## src/rtl/seven_segment_pkg.sv

```systemverilog
// seven_segment_pkg
//   Shared constants for the 7-segment scan controller:
//   - segment bit positions within the 8-bit segment bus (a..g, dp)
//   - hex digit patterns 0..F (dp bit clear, active-high segments)
//   - scan FSM state encoding
package seven_segment_pkg;

  localparam int SEG_A  = 7;
  localparam int SEG_B  = 6;
  localparam int SEG_C  = 5;
  localparam int SEG_D  = 4;
  localparam int SEG_E  = 3;
  localparam int SEG_F  = 2;
  localparam int SEG_G  = 1;
  localparam int SEG_DP = 0;

  localparam logic [7:0] HEX_0 = 8'hFC;
  localparam logic [7:0] HEX_1 = 8'h60;
  localparam logic [7:0] HEX_2 = 8'hDA;
  localparam logic [7:0] HEX_3 = 8'hF2;
  localparam logic [7:0] HEX_4 = 8'h66;
  localparam logic [7:0] HEX_5 = 8'hB6;
  localparam logic [7:0] HEX_6 = 8'hBE;
  localparam logic [7:0] HEX_7 = 8'hE0;
  localparam logic [7:0] HEX_8 = 8'hFE;
  localparam logic [7:0] HEX_9 = 8'hF6;
  localparam logic [7:0] HEX_A = 8'hEE;
  localparam logic [7:0] HEX_B = 8'h3E;
  localparam logic [7:0] HEX_C = 8'h9C;
  localparam logic [7:0] HEX_D = 8'h7A;
  localparam logic [7:0] HEX_E = 8'h9E;
  localparam logic [7:0] HEX_F = 8'h8E;

  localparam logic [0:0] ST_BLANK = 1'b0;
  localparam logic [0:0] ST_SHOW  = 1'b1;

endpackage

```

## src/rtl/seven_segment_hex_decode.sv

```systemverilog
// seven_segment_hex_decode
//   Combinational hex nibble to segment decoder, full 0..F coverage.
//   Ports:
//     nibble  in  4  hex digit
//     seg7    out 7  segments a..g (seg7[6] = a, seg7[0] = g), active-high
module seven_segment_hex_decode
  import seven_segment_pkg::*;
(
  input  logic [3:0] nibble,
  output logic [6:0] seg7
);

  logic [7:0] pattern;

  always_comb begin
    pattern = HEX_0;
    case (nibble)
      4'h0: pattern = HEX_0;
      4'h1: pattern = HEX_1;
      4'h2: pattern = HEX_2;
      4'h3: pattern = HEX_3;
      4'h4: pattern = HEX_4;
      4'h5: pattern = HEX_5;
      4'h6: pattern = HEX_6;
      4'h7: pattern = HEX_7;
      4'h8: pattern = HEX_8;
      4'h9: pattern = HEX_9;
      4'hA: pattern = HEX_A;
      4'hB: pattern = HEX_B;
      4'hC: pattern = HEX_C;
      4'hD: pattern = HEX_D;
      4'hE: pattern = HEX_E;
      4'hF: pattern = HEX_F;
      default: pattern = HEX_0;
    endcase
  end

  assign seg7 = pattern[SEG_A:SEG_G];

endmodule

```

## src/rtl/seven_segment_scan_ctrl.sv

```systemverilog
// seven_segment_scan_ctrl
//   Time-multiplexed scan controller for a multi-digit 7-segment display.
//   A new value is taken over valid/ready into a shadow register and only
//   copied to the display at the start of a frame, so digits never tear.
//   Each digit slot starts with a blanking gap to suppress ghosting.
//
//   State table:
//     BLANK | all digits off, seg_out = 0, first BLANK_CYCLES of the slot
//     SHOW  | digit_en[idx] on, seg_out = decoded digit idx, rest of the slot
//
//   Ports:
//     clk          in   1           system clock
//     rst          in   1           synchronous active-high reset
//     value_in     in   4*DIGITS    packed nibbles, nibble i -> digit i
//     dp_in        in   DIGITS      decimal point per digit
//     value_valid  in   1           producer presents value_in/dp_in
//     value_ready  out  1           shadow register free
//     blank_lz     in   1           leading-zero blanking enable (live)
//     seg_out      out  8           {a,b,c,d,e,f,g,dp}, active-high
//     digit_en     out  DIGITS      one-hot digit enable
//     frame_start  out  1           pulse when the digit-0 slot begins
module seven_segment_scan_ctrl
  import seven_segment_pkg::*;
#(
  parameter int DIGITS           = 4,
  parameter int PRESCALE         = 12000,
  parameter int BLANK_CYCLES     = 64,
  parameter int DIGIT_ACTIVE_LOW = 1
) (
  input  logic                  clk,
  input  logic                  rst,
  input  logic [4*DIGITS-1:0]   value_in,
  input  logic [DIGITS-1:0]     dp_in,
  input  logic                  value_valid,
  output logic                  value_ready,
  input  logic                  blank_lz,
  output logic [7:0]            seg_out,
  output logic [DIGITS-1:0]     digit_en,
  output logic                  frame_start
);

  localparam int CW = (PRESCALE > 1) ? $clog2(PRESCALE) : 1;
  localparam int IW = (DIGITS > 1) ? $clog2(DIGITS) : 1;

  localparam logic [DIGITS-1:0] EN_ONE = {{(DIGITS-1){1'b0}}, 1'b1};
  localparam logic [DIGITS-1:0] EN_OFF = (DIGIT_ACTIVE_LOW != 0) ?
                                         {DIGITS{1'b1}} : {DIGITS{1'b0}};

  logic [0:0]            state, state_nxt;
  logic [CW-1:0]         cnt, cnt_nxt;
  logic [IW-1:0]         idx, idx_nxt;
  logic                  pending;
  logic [4*DIGITS-1:0]   shadow_val, disp_val;
  logic [DIGITS-1:0]     shadow_dp, disp_dp;

  logic                  last_cnt, last_blank, last_idx, commit_edge;
  logic [3:0]            cur_nibble;
  logic [6:0]            cur_seg7;
  logic                  upper_zero, lz_hit;
  logic [7:0]            seg_show;

  assign value_ready = !pending;

  assign last_cnt   = (cnt == CW'(PRESCALE - 1));
  assign last_blank = (cnt == CW'(BLANK_CYCLES - 1));
  assign last_idx   = (idx == IW'(DIGITS - 1));

  always_comb begin
    state_nxt = state;
    case (state)
      ST_BLANK: if (last_blank) state_nxt = ST_SHOW;
      ST_SHOW:  if (last_cnt)   state_nxt = ST_BLANK;
      default:  state_nxt = ST_BLANK;
    endcase
  end

  assign cnt_nxt = last_cnt ? '0 : cnt + 1'b1;
  assign idx_nxt = (state == ST_SHOW && last_cnt) ?
                   (last_idx ? '0 : idx + 1'b1) : idx;

  // The edge that enters the BLANK gap of digit 0 is the frame boundary.
  assign commit_edge = (state == ST_SHOW) && last_cnt && last_idx;

  assign cur_nibble = disp_val[4*int'(idx) +: 4];

  seven_segment_hex_decode u_decode (
    .nibble (cur_nibble),
    .seg7   (cur_seg7)
  );

  // Walk down from the top digit; a digit is a leading zero if it and
  // everything above it are zero. Digit 0 is never visited.
  always_comb begin
    upper_zero = 1'b1;
    lz_hit     = 1'b0;
    for (int i = DIGITS - 1; i >= 1; i--) begin
      upper_zero = upper_zero && (disp_val[4*i +: 4] == 4'h0);
      if (IW'(i) == idx) lz_hit = upper_zero;
    end
  end

  assign seg_show = {(blank_lz && lz_hit) ? 7'b0 : cur_seg7, disp_dp[idx]};

  always_ff @(posedge clk) begin
    if (rst) begin
      state       <= ST_BLANK;
      cnt         <= '0;
      idx         <= '0;
      pending     <= 1'b0;
      shadow_val  <= '0;
      shadow_dp   <= '0;
      disp_val    <= '0;
      disp_dp     <= '0;
      frame_start <= 1'b0;
      seg_out     <= 8'h00;
      digit_en    <= EN_OFF;
    end else begin
      state       <= state_nxt;
      cnt         <= cnt_nxt;
      idx         <= idx_nxt;
      frame_start <= commit_edge;

      // Commit needs pending set and accept needs it clear, so they
      // never coincide; a valid in the commit cycle waits one more cycle.
      if (commit_edge && pending) begin
        disp_val <= shadow_val;
        disp_dp  <= shadow_dp;
        pending  <= 1'b0;
      end else if (value_valid && !pending) begin
        shadow_val <= value_in;
        shadow_dp  <= dp_in;
        pending    <= 1'b1;
      end

      // Entering or staying in SHOW never changes idx or the display
      // registers on this edge, so the current values are the ones shown.
      if (state_nxt == ST_SHOW) begin
        seg_out  <= seg_show;
        digit_en <= EN_OFF ^ (EN_ONE << idx);
      end else begin
        seg_out  <= 8'h00;
        digit_en <= EN_OFF;
      end
    end
  end

endmodule
```

## config.mk

```make
export PLATFORM = sky130hd
export DESIGN_NAME = seven_segment_scan_ctrl
export DESIGN_NICKNAME = d
export VERILOG_FILES = /design/src/rtl/seven_segment_pkg.sv /design/src/rtl/seven_segment_hex_decode.sv /design/src/rtl/seven_segment_scan_ctrl.sv
export SDC_FILE = /design/constraint.sdc
export NUM_CORES = 1
export LEC_CHECK = 0
export CORE_MARGIN = 5
export CORE_UTILIZATION = 43
export DETAILED_ROUTE_END_ITERATION = 7
export MAX_ROUTING_LAYER = met4
export SETUP_SLACK_MARGIN = 0.3
export SLEW_MARGIN = 20
export SYNTH_ARGS = -nofsm -noshare
export SYNTH_HDL_FRONTEND = slang
export SYNTH_SLANG_ARGS = --single-unit
export TNS_END_PERCENT = 50
```

## constraint.sdc

```tcl
create_clock -name clk -period 4.2 [get_ports clk]
set_clock_uncertainty 0.2 [all_clocks]
set_input_delay 0.84 -clock clk [delete_from_list [all_inputs] [get_ports clk]]
set_output_delay 0.84 -clock clk [all_outputs]
set_load 0.005 [all_outputs]
```

# Word-level counts from Yosys, hierarchy flattened
# Memories as Yosys holds them, arrays and structs flattened. A register that Yosys moved wholly into a read port is not among the register bits.
# Index checks and enable logic that the tools add are counted.
# classes
addsub	2
order_cmp	1
eq_ne	6
shifts	2
n_mux	9
bitwise	4
reduce_logical	16
# ops
cell	n
16-bit by 5-bit indexed part select with 4-bit output	1
14-bit by 1-bit adder with 14-bit output (second input constant)	1
14-bit equality test (second input constant)	1
14-bit by 6-bit equality test with 1-bit output (second input constant)	1
4-bit zero test	3
1-bit logical AND	7
1-bit two-way mux	6
2-bit OR reduction	3
2-bit equality test (first input constant)	2
4-bit NOT	1
1-bit by 2-bit left shift with 4-bit output (first input constant)	1
2-bit by 3-bit less-than comparator with 1-bit output (second input constant)	1
1-bit NOT	3
3-bit OR reduction	1
2-bit by 1-bit adder with 2-bit output (second input constant)	1
1-bit binary-select mux with 2-bit select	1
1-bit by 2-bit equality test with 1-bit output (first input constant)	1
2-bit equality test (second input constant)	1
2-bit two-way mux	1
1-bit case mux with 2 select lines	1
2-bit AND reduction	1
1-bit zero test	1
# word_totals
reg_bits	64
romBits	112
inputBits	24
output_inout_bits	14
word_cells	52
mem_count	1
# memory_table
memory	words	word_bits	read_ports	rd_ports_with_merged_regs	write_ports	line_no	source
(no name shown)	16	7	1	1	0	seven_segment_hex_decode.sv:17	case (nibble)

# Depth between registers and ports, before layout
# logic_depth
word_depth	6
ltp_mapped	8
mapped_depth_nobuf	7

# Modules after synthesis
# Synthesis repeated with hierarchy kept, for this count alone.
# hier_totals
cells_unflattened	353
hier_area_um2	3095.5
# by_module_without_submodules
mod	instances	cells_per_inst	area_per_inst_um2	seq_area_each_um2
seven_segment_scan_ctrl	1	320	2807.7	1421.4
seven_segment_hex_decode	1	33	287.8	0.0

# Worst setup path after synthesis
# Ideal clock, no wire load.
# synth_path
path_kind	input port to flip-flop
from	input port rst
to	register seg_out[5]
setup_time_ns	0.124
arrival_ns	1.838
t_required_ns	3.876
slack_ns	2.038
path_stages	6
n_path_buf	2
path_cell_list	clkbuf_1 a41o_1 a2bb2o_1 buf_6 o21ai_4 nor2_1
# synth_between
elab_chain_len	1
# synth_rtl
element	line_no	source
start, declared	seven_segment_scan_ctrl.sv:31	input logic rst,
3-bit OR reduction (no line)	--	
end, declared	seven_segment_scan_ctrl.sv:37	output logic [7:0] seg_out,
# No other way between the ends.
# A chain may end at the register's enable or synchronous reset.

# Final worst setup path
# layout_path
from	register cnt[0]
to	register disp_val[11]
# layout_between
elab_chain_len	4
# layout_rtl
element	line_no	source
start, declared	seven_segment_scan_ctrl.sv:50	logic [CW-1:0] cnt, cnt_nxt;
start signal, assigned	seven_segment_scan_ctrl.sv:119	cnt <= cnt_nxt;
14-bit equality test	seven_segment_scan_ctrl.sv:64	assign last_cnt = (cnt == CW'(PRESCALE - 1));
1-bit logical AND (2 in a row)	seven_segment_scan_ctrl.sv:82	assign commit_edge = (state == ST_SHOW) && last_cnt && last_idx;
1-bit logical AND	seven_segment_scan_ctrl.sv:125	if (commit_edge && pending) begin
end signal, assigned	seven_segment_scan_ctrl.sv:126	disp_val <= shadow_val;
end, declared	seven_segment_scan_ctrl.sv:53	logic [4*DIGITS-1:0] shadow_val, disp_val;
# No other way between the ends.

==> impl_metrics.env <==
export IMPL_fp_dieW_um=94
export IMPL_grt_pass1_wl_mm=9.84
export IMPL_antenna_found_initial=0
export IMPL_initial_core_util_pct=44.4
export IMPL_synth_seq_area_share_pct=46.8
export IMPL_reg2reg_slack_ps=1520
export IMPL_dr_pass1_iters=4
export IMPL_grt_max_degree=46
export IMPL_nets=389
export IMPL_multi_input_area_um2=1480
export IMPL_synth_fp_nets=356
export IMPL_seqCellArea_um2=1420
export IMPL_pin_count=38
export IMPL_timing_rr_end="disp_val[11]$_SDFFE_PP0P_"
export IMPL_r2r_cells=6
export IMPL_required_ps=4220
export IMPL_setup_viol=0
export IMPL_io_buffers=37
export IMPL_area_delta_synth_final_pct=19.8
export IMPL_netlist_area_um2=3030
export IMPL_grt_overflow=0
export IMPL_hold_viol=0
export IMPL_fp_coreArea_um2=6830
export IMPL_viasPerCell=4.88
export IMPL_clkSlewWorstSetupHoldPaths_ps=80
export IMPL_wl_per_cell_um=12.6
export IMPL_rsz0062_at_grt="no"
export IMPL_ir_worst_vdd_mv=0.198
export IMPL_post_cts_resized=0
export IMPL_gp_congestion=0.809
export IMPL_finalCriticalPeriod_ps=2680
export IMPL_hold_end="shadow_val[4]$_SDFFE_PP0P_"
export IMPL_clkLatencyLatePin_ps=340
export IMPL_dpl_hpwl_mm=3.92
export IMPL_power_density_nw_per_um2=356
export IMPL_power_uw=1290
export IMPL_p_leak_uw=0.00151
export IMPL_placementRows=30
export IMPL_syn_inst=320
export IMPL_first_iter_violations=112
export IMPL_die_h_um=94
export IMPL_h_tree_depth=3
export IMPL_wl_mm=5.69
export IMPL_cp_data_arrival_time_ps=2700
export IMPL_drv_cap=0
export IMPL_drive_gt1_share_pct=8.68
export IMPL_timing_rr_start="cnt[0]$_SDFF_PP0_"
export IMPL_grt_usage_pct=14.6
export IMPL_max_slew_margin_pct=39.9
export IMPL_cts_setup_buffers=0
export IMPL_clock_fmax_mhz=373
export IMPL_holdPathStages=2
export IMPL_postSynthAreaPerCell_um2=9.48
export IMPL_clk_path_buf_depth=2
export IMPL_synthDistinctLibCells=42
export IMPL_worstHoldStart="shadow_val[4]$_SDFFE_PP0P_"
export IMPL_final_antenna_net_count=0
export IMPL_cts_inserted_buffers=9
export IMPL_ys_ff_latch=71
export IMPL_worst_pin_slew_ps=900
export IMPL_finalSetupTns_ps=0
export IMPL_layout_commonest_cell="dfxtp_1"
export IMPL_cts_sinks=71
export IMPL_synth_edf_count=0
export IMPL_critPathLaunchType="flip-flop"
export IMPL_synth_warnings=0
export IMPL_critPathKind="reg2reg"
export IMPL_vias=2212
export IMPL_maxSlewViolCount=0
export IMPL_crit_path_end_kind="flip-flop"
export IMPL_die_area_um2=8840
export IMPL_mostFrequentLayoutCells="71 x dfxtp_1, 55 x nand2_1, 38 x nor2_1"
export IMPL_hp_class="reg2reg"
export IMPL_status="completed"
export IMPL_cp_max_fo=21
export IMPL_synthFlopType="dfxtp_1"
export IMPL_antenna_cells=0
export IMPL_cts_hold_buf=0
export IMPL_nFillCells=640
export IMPL_route_detailed_drc=0
export IMPL_grt_pass1_vias=2129
export IMPL_period_share_pct=63.9
export IMPL_root_buffer="clkbuf_8"
export IMPL_cts_tree="done"
export IMPL_synth_async_sr_flop_share_pct=0
## cell type report
| cell class | instances | area share, % |
|---|---|---|
| Multi-Input combinational cell | 223 | 40.7 |
| Sequential cell | 71 | 39.1 |
| Timing Repair Buffer | 39 | 10.6 |
| Clock buffer | 10 | 3.79 |
| Tap cell | 96 | 3.30 |
| Clock inverter | 5 | 1.62 |
| Inverter | 9 | 0.929 |
## worst max-delay path: stages, from the launching register on
cell and delay (ps):
dfxtp_1 380, ha_1 280, nand4_1 170, nor4_4 310, nand4_2 750, mux2i_1 410
nor2_1 60
## cell families (layout without fill, tap and decap cells)
family                   after synthesis  count (layout)  synth area share, %
buffers and inverters                 26              63                 4.45
AO/OA/AOI/OAI                         39              39                 8.87
flip-flops                            71              71                 46.8
AND/OR/NAND/NOR                      134             134                 20.8
XOR/XNOR                              12              12                 3.46
adder cells (fa/ha/maj)               12              12                 4.95
multiplexers                          26              26                 10.6
## Yosys cell counts, drive strengths merged, types with 4 or more instances
cell	instances	area share [%]
a21oi	24	4.0
nand4	5	1.2
nand2	55	6.8
nand3	8	1.3
and3	6	1.2
ha	12	4.9
mux2i	21	6.9
xor2	6	1.7
inv	9	1.1
buf	7	2.1
dfxtp	71	47
nor2	38	4.7
nor4	5	1.5
xnor2	6	1.7
clkbuf	10	1.2
mux4	5	3.7
o21ai	4	1.0
## per-layer routing
layer	vias to the layer above	share of wire [%]	track usage, %	routed length [um]
met4	0	1.3	4.57	74
met3	7	5.0	5.37	286
met1	1007	50	19.1	2830
li1	1154	-	-	-
met5	-	0	-	0
met2	44	44	21.1	2500
## power by group
group,leakage (uW),switching (uW),internal [uW]
Clock,0.0000944,250,287
Combinational,0.000841,29.2,32.5
Sequential,0.000576,8.51,687
## worst max path at each step
stage / endpoint / start / cells after the start
2_1_floorplan: seg_out[5]$_SDFF_PP0_ / rst / 6
4_1_cts: disp_val[11]$_SDFFE_PP0P_ / cnt[0]$_SDFF_PP0_ / 6
3_5_place_dp: seg_out[2]$_SDFF_PP0_ / rst / 6
5_1_grt: disp_val[9]$_SDFFE_PP0P_ / cnt[0]$_SDFF_PP0_ / 6
3_3_place_gp: seg_out[1]$_SDFF_PP0_ / rst / 6
6_report: disp_val[11]$_SDFFE_PP0P_ / cnt[0]$_SDFF_PP0_ / 6
## state kept, by name (all words and copies together), names as in the netlist
signal	cells
frame_start	1
shadow_dp	4
state	1
pending	1
disp_dp	4
shadow_val	16
seg_out	8
disp_val	16
digit_en	4
idx	2
cnt	14
## through the flow
step	utilization (%)	instances	setup slack [ps]	hold slack, ps	area [um2]
after floorplan	-	320	2040	230	3030
after global placement	50.3	438	1420	244	3440
after detailed placement	50.3	438	1390	248	3440
after CTS	53.2	453	1480	260	3630
after global routing	53.2	453	1280	281	3630
final	53.2	453	1520	256	3630
Note: power is estimated with default switching activity, not from simulation.
